`src/rtl/saturating_accumulator.sv`:
```
// Saturating fixed-point accumulator for the ODE datapath: sums num_terms signed
// operands through a carry_select_adder and hands the result off with valid/ready.

module carry_select_adder #(
  parameter int WIDTH = 16
) (
  input  logic [WIDTH-1:0] A,
  input  logic [WIDTH-1:0] B,
  input  logic             cin,
  output logic [WIDTH-1:0] result,
  output logic             cout,
  output logic             overflow,
  output logic             negative
);
  localparam int BLK  = 4;
  localparam int NBLK = WIDTH / BLK;

  logic [NBLK:0] carry;

  assign carry[0] = cin;

  // Each block precomputes both carry-in outcomes; the incoming carry only selects.
  for (genvar g = 0; g < NBLK; g++) begin : g_blk
    logic [BLK:0] sum0;
    logic [BLK:0] sum1;
    assign sum0 = {1'b0, A[g*BLK +: BLK]} + {1'b0, B[g*BLK +: BLK]};
    assign sum1 = sum0 + (BLK+1)'(1);
    assign result[g*BLK +: BLK] = carry[g] ? sum1[BLK-1:0] : sum0[BLK-1:0];
    assign carry[g+1]           = carry[g] ? sum1[BLK]     : sum0[BLK];
  end

  assign cout     = carry[NBLK];
  assign negative = result[WIDTH-1];
  assign overflow = (A[WIDTH-1] == B[WIDTH-1]) && (result[WIDTH-1] != A[WIDTH-1]);
endmodule

module saturating_accumulator #(
  parameter int WIDTH       = 16,
  parameter int COUNT_WIDTH = 8
) (
  input  logic                   clk,
  input  logic                   rst,
  input  logic                   start,
  input  logic [COUNT_WIDTH-1:0] num_terms,
  input  logic                   in_valid,
  input  logic [WIDTH-1:0]       in_data,
  output logic                   in_ready,
  output logic                   out_valid,
  output logic [WIDTH-1:0]       out_data,
  output logic                   out_sat,
  input  logic                   out_ready,
  output logic                   busy
);
  typedef enum logic [1:0] {S_IDLE, S_ACCUM, S_DONE} state_t;

  state_t                 state, state_next;
  logic [WIDTH-1:0]       acc, acc_next;
  logic [COUNT_WIDTH-1:0] count, count_next;
  logic                   sat, sat_next;
  logic                   load_out;

  logic [WIDTH-1:0] add_sum;
  logic             add_ovf;
  logic             add_cout_unused;
  logic             add_neg_unused;

  carry_select_adder #(.WIDTH(WIDTH)) u_adder (
    .A        (acc),
    .B        (in_data),
    .cin      (1'b0),
    .result   (add_sum),
    .cout     (add_cout_unused),
    .overflow (add_ovf),
    .negative (add_neg_unused)
  );

  always_comb begin
    state_next = state;
    acc_next   = acc;
    count_next = count;
    sat_next   = sat;
    load_out   = 1'b0;
    case (state)
      S_IDLE: begin
        if (start) begin
          acc_next   = '0;
          sat_next   = 1'b0;
          count_next = num_terms;
          if (num_terms == '0) begin
            state_next = S_DONE;
            load_out   = 1'b1;
          end else begin
            state_next = S_ACCUM;
          end
        end
      end
      S_ACCUM: begin
        if (in_valid) begin
          if (!add_ovf) begin
            acc_next = add_sum;
          end else begin
            // Overflow only happens when both signs agree, so the operand sign picks the rail.
            acc_next = in_data[WIDTH-1] ? {1'b1, {(WIDTH-1){1'b0}}}
                                        : {1'b0, {(WIDTH-1){1'b1}}};
            sat_next = 1'b1;
          end
          count_next = count - 1'b1;
          if (count == COUNT_WIDTH'(1)) begin
            state_next = S_DONE;
            load_out   = 1'b1;
          end
        end
      end
      S_DONE: begin
        if (out_ready) state_next = S_IDLE;
      end
      default: state_next = S_IDLE;
    endcase
  end

  // Result registers load only on entry to DONE so they keep their value through IDLE.
  always_ff @(posedge clk or posedge rst) begin
    if (rst) begin
      state    <= S_IDLE;
      acc      <= '0;
      count    <= '0;
      sat      <= 1'b0;
      out_data <= '0;
      out_sat  <= 1'b0;
    end else begin
      state <= state_next;
      acc   <= acc_next;
      count <= count_next;
      sat   <= sat_next;
      if (load_out) begin
        out_data <= acc_next;
        out_sat  <= sat_next;
      end
    end
  end

  assign in_ready  = (state == S_ACCUM);
  assign out_valid = (state == S_DONE);
  assign busy      = (state != S_IDLE);
endmodule

```
`config.mk`:
```
export PLATFORM = sky130hd
export DESIGN_NAME = saturating_accumulator
export DESIGN_NICKNAME = d
export VERILOG_FILES = /design/src/rtl/saturating_accumulator.sv
export SDC_FILE = /design/constraint.sdc
export NUM_CORES = 1
export LEC_CHECK = 0
export BUFFER_PORTS_ARGS = -buffer_cell sky130_fd_sc_hd__buf_2
export CORE_ASPECT_RATIO = 0.6
export CORE_MARGIN = 2
export CORE_UTILIZATION = 40
export CTS_CLUSTER_SIZE = 30
export DETAILED_ROUTE_END_ITERATION = 8
export PLACE_DENSITY = 0.66
export SLEW_MARGIN = 15
export SYNTH_ARGS = -nofsm -noshare
export SYNTH_HDL_FRONTEND = slang
export SYNTH_SLANG_ARGS = --single-unit
```
`constraint.sdc`:
```
create_clock -name clk -period 10 [get_ports clk]
set_input_delay 0.5 -clock clk [delete_from_list [all_inputs] [get_ports clk]]
set_output_delay 0.5 -clock clk [all_outputs]
set_load 0.01 [all_outputs]
```
==> metrics.txt <==
Clock H-tree levels 2; vias in the first global route 2531; Die ar. 8049 sq um; CP top delay family multiplexers; number of I/O pins 49; die width 114.5 microns; drt pass-1 iters 5; Routed Wire Length 7326 microns; first-pass GRT wire length 12580 microns; largest net degree at the start of global routing 45; MaxCap Viol Count 0; Die Y 70.30 microns; YS warnings 0; reg2reg end out_data[6]$_DFFE_PP0P_; diode count 0; Initial DRC Count 123; root buf cell clkbuf_16; Final nets 415; slew at the pin closest to its max-slew limit 1102 ps; Mapped Cells 317; Worst EP required 10170 ps; via count 2484; Global Route Usage Sum 0.1983; Seq/Total Area, Yosys 0.3757; Area contributors post-synth dfrtp_1, ha_1, nand2_1; Top cell by count, worst path ha_1; WP buf/inv 0; cts bufs inserted 5; P&R area growth vs syn 15.67%; clock buffer depth 2; RSZ-0062 raised after global routing false; drt via density 5.483; cell area power density 276.6 nW/um^2; Fill cells 695; FF-to-FF path depth 10; post_cts resized 0; skew final 6.886 ps; Port Buf Inserts 48; Critical Path AT 4450 ps; fmax 233.7 MHz; Initial Util 0.4083; count leader, synth dfrtp_1; syn_nets 370; CP Depth 10; RD Place Congestion 0.8858; clock latency on the worst-skew pair 280 ps; # rows 24; Yosys cell types 49; Post-synth EDFFs 0; CP max stage delay 860 ps; period utilization 0.4279; CP max-delay cell mux2i_1; final cell count without fillers 453; R2R setup slack 5720 ps; FFs w/ async S/R, synth 1.000; Hold-fix buffers, CTS 0; setup TNS 0 ps; gr ovfl total 0; DRC violations left 0; Post-synth top cells dfrtp_1, nand2_1, o21ai_0, a21oi_1, nor2_1; status complete, no violations; synthesized area per cell 9.244 sq um; LEAKAGE 1.623 nW; dpl cells 446; crit path launch type flip-flop; clk sink count 44; top_reg_cell synth dfrtp_1; number of synthesized register bits 44; crit end category flip-flop; Synth area leader dfrtp_1; layout cells sized above 1 0.1851; Setup Viol. Count Final 0; HP Class input pin to async pin; CP max FO 12; Hold Vio Cnt, Final 0; area of the multi-input gates 1729 sq um; ANT nets after route 0; DPL Wire Length 5509 microns; Sequential Area 1101 sq um; max_slew headroom 0.2633; worst reg2reg path startpoint acc[4]$_DFF_PP0_; clock slew seen by the registers of the worst setup and hold paths 60 ps; min Tclk post-route 4279 ps; CTS tree yes; peak supply drop 0.00009896 V; max-slew violations 0; post-synthesis instance area 2930 sq um; CP Cell Sequence ha_1, fa_1, ha_1, nand2_1, a2111oi_4, mux2i_2, mux2i_4, mux2i_1, o21ai_0, a22o_1; Design Power 0.9374 mW; kind of critical path flip-flop to flip-flop; Synth top area share 0.3757; number of setup buffers added after CTS 0; Core Footprint 7177 sq um; initial antenna violation count 0; wire per inst 16.17 microns
flip-flops by register name (all words and copies together), names as in the netlist:
| register | cells |
|---|---|
| acc | 16 |
| count | 8 |
| out_data | 16 |
| out_sat | 1 |
| sat | 1 |
| state | 2 |
through the flow:
step	area [sq um]	hold slack [ps]	setup WS [ps]	util
finish	3390	334.5	5721	0.4723
global route	3390	421.4	5499	0.4723
detailed placement	3256	474.4	5497	0.4536
floorplan	2930	443.6	6372	-
CTS	3390	385.3	5713	0.4723
global placement	3256	460.3	5618	0.4536
kinds of logic (layout without fill, tap and decap cells):
logic type	count (synthesis)	count (layout)	share of synthesized area
buffers and inverters	28	73	0.03629
AOI/OAI and AO/OA	99	99	0.2289
DFF	44	44	0.3757
muxes	11	11	0.04697
adders and majority gates	24	24	0.1127
and+or+nand+nor	94	94	0.1486
xor gates and xnor gates	17	17	0.05081
layout by cell type (no fill, tap or decap), drive strengths merged, types with 2 or more instances in the layout:
| cell | n |
|---|---|
| o31ai | 3 |
| xnor2 | 8 |
| a21oi | 25 |
| mux2 | 3 |
| a21o | 6 |
| nand4 | 3 |
| clkinv | 2 |
| a31oi | 2 |
| and3 | 5 |
| nand3 | 2 |
| nor2b | 2 |
| clkbuf | 6 |
| nand2b | 5 |
| a22o | 14 |
| or4 | 2 |
| inv | 16 |
| buf | 49 |
| o21ai | 30 |
| nor2 | 22 |
| a211oi | 2 |
| a22oi | 3 |
| xor2 | 9 |
| o21a | 2 |
| o22ai | 2 |
| nor3 | 9 |
| and2 | 4 |
| fa | 4 |
| dfrtp | 44 |
| nand2 | 36 |
| mux2i | 8 |
| ha | 20 |
| o311ai | 3 |
worst max path at each step:
stage          slack, ps                 endpoint             start
2_1_floorplan       6370         acc[2]$_DFF_PP0_        in_data[4]
3_3_place_gp        5620  out_data[6]$_DFFE_PP0P_        in_data[4]
3_5_place_dp        5500         acc[6]$_DFF_PP0_        in_data[4]
4_1_cts             5710         acc[6]$_DFF_PP0_  acc[4]$_DFF_PP0_
5_1_grt             5500         acc[6]$_DFF_PP0_  acc[4]$_DFF_PP0_
6_report            5720  out_data[6]$_DFFE_PP0P_  acc[4]$_DFF_PP0_
power by group:
group          switching (mW)  internal (mW)
registers              0.0475          0.239
logic                   0.290          0.204
clock network          0.0665         0.0909
worst reg2reg max path: stages, from the launching register on:
cell,delay [ps]
dfrtp_1,390
ha_1,220
fa_1,550
ha_1,180
nand2_1,100
a2111oi_4,430
mux2i_2,460
mux2i_4,430
mux2i_1,860
o21ai_0,280
a22o_1,270
layout make-up:
class,instances,share of cell area
multi-input combinational,245,0.5102
sequential,44,0.3248
timing repair buffer,49,0.07309
clock buffer,6,0.03802
tap,91,0.03359
inverter,17,0.01883
clock inverter,1,0.001477
routing by layer:
| metal | share of wire | vias up | global-route usage |
|---|---|---|---|
| met5 | 0 | - | 0 |
| met4 | 0.0086 | 0 | 0.04878 |
| met3 | 0.064 | 6 | 0.04601 |
| met2 | 0.41 | 72 | 0.2873 |
| met1 | 0.52 | 1182 | 0.2966 |
| li1 | - | 1224 | - |
(Power assumes the default switching activity.)
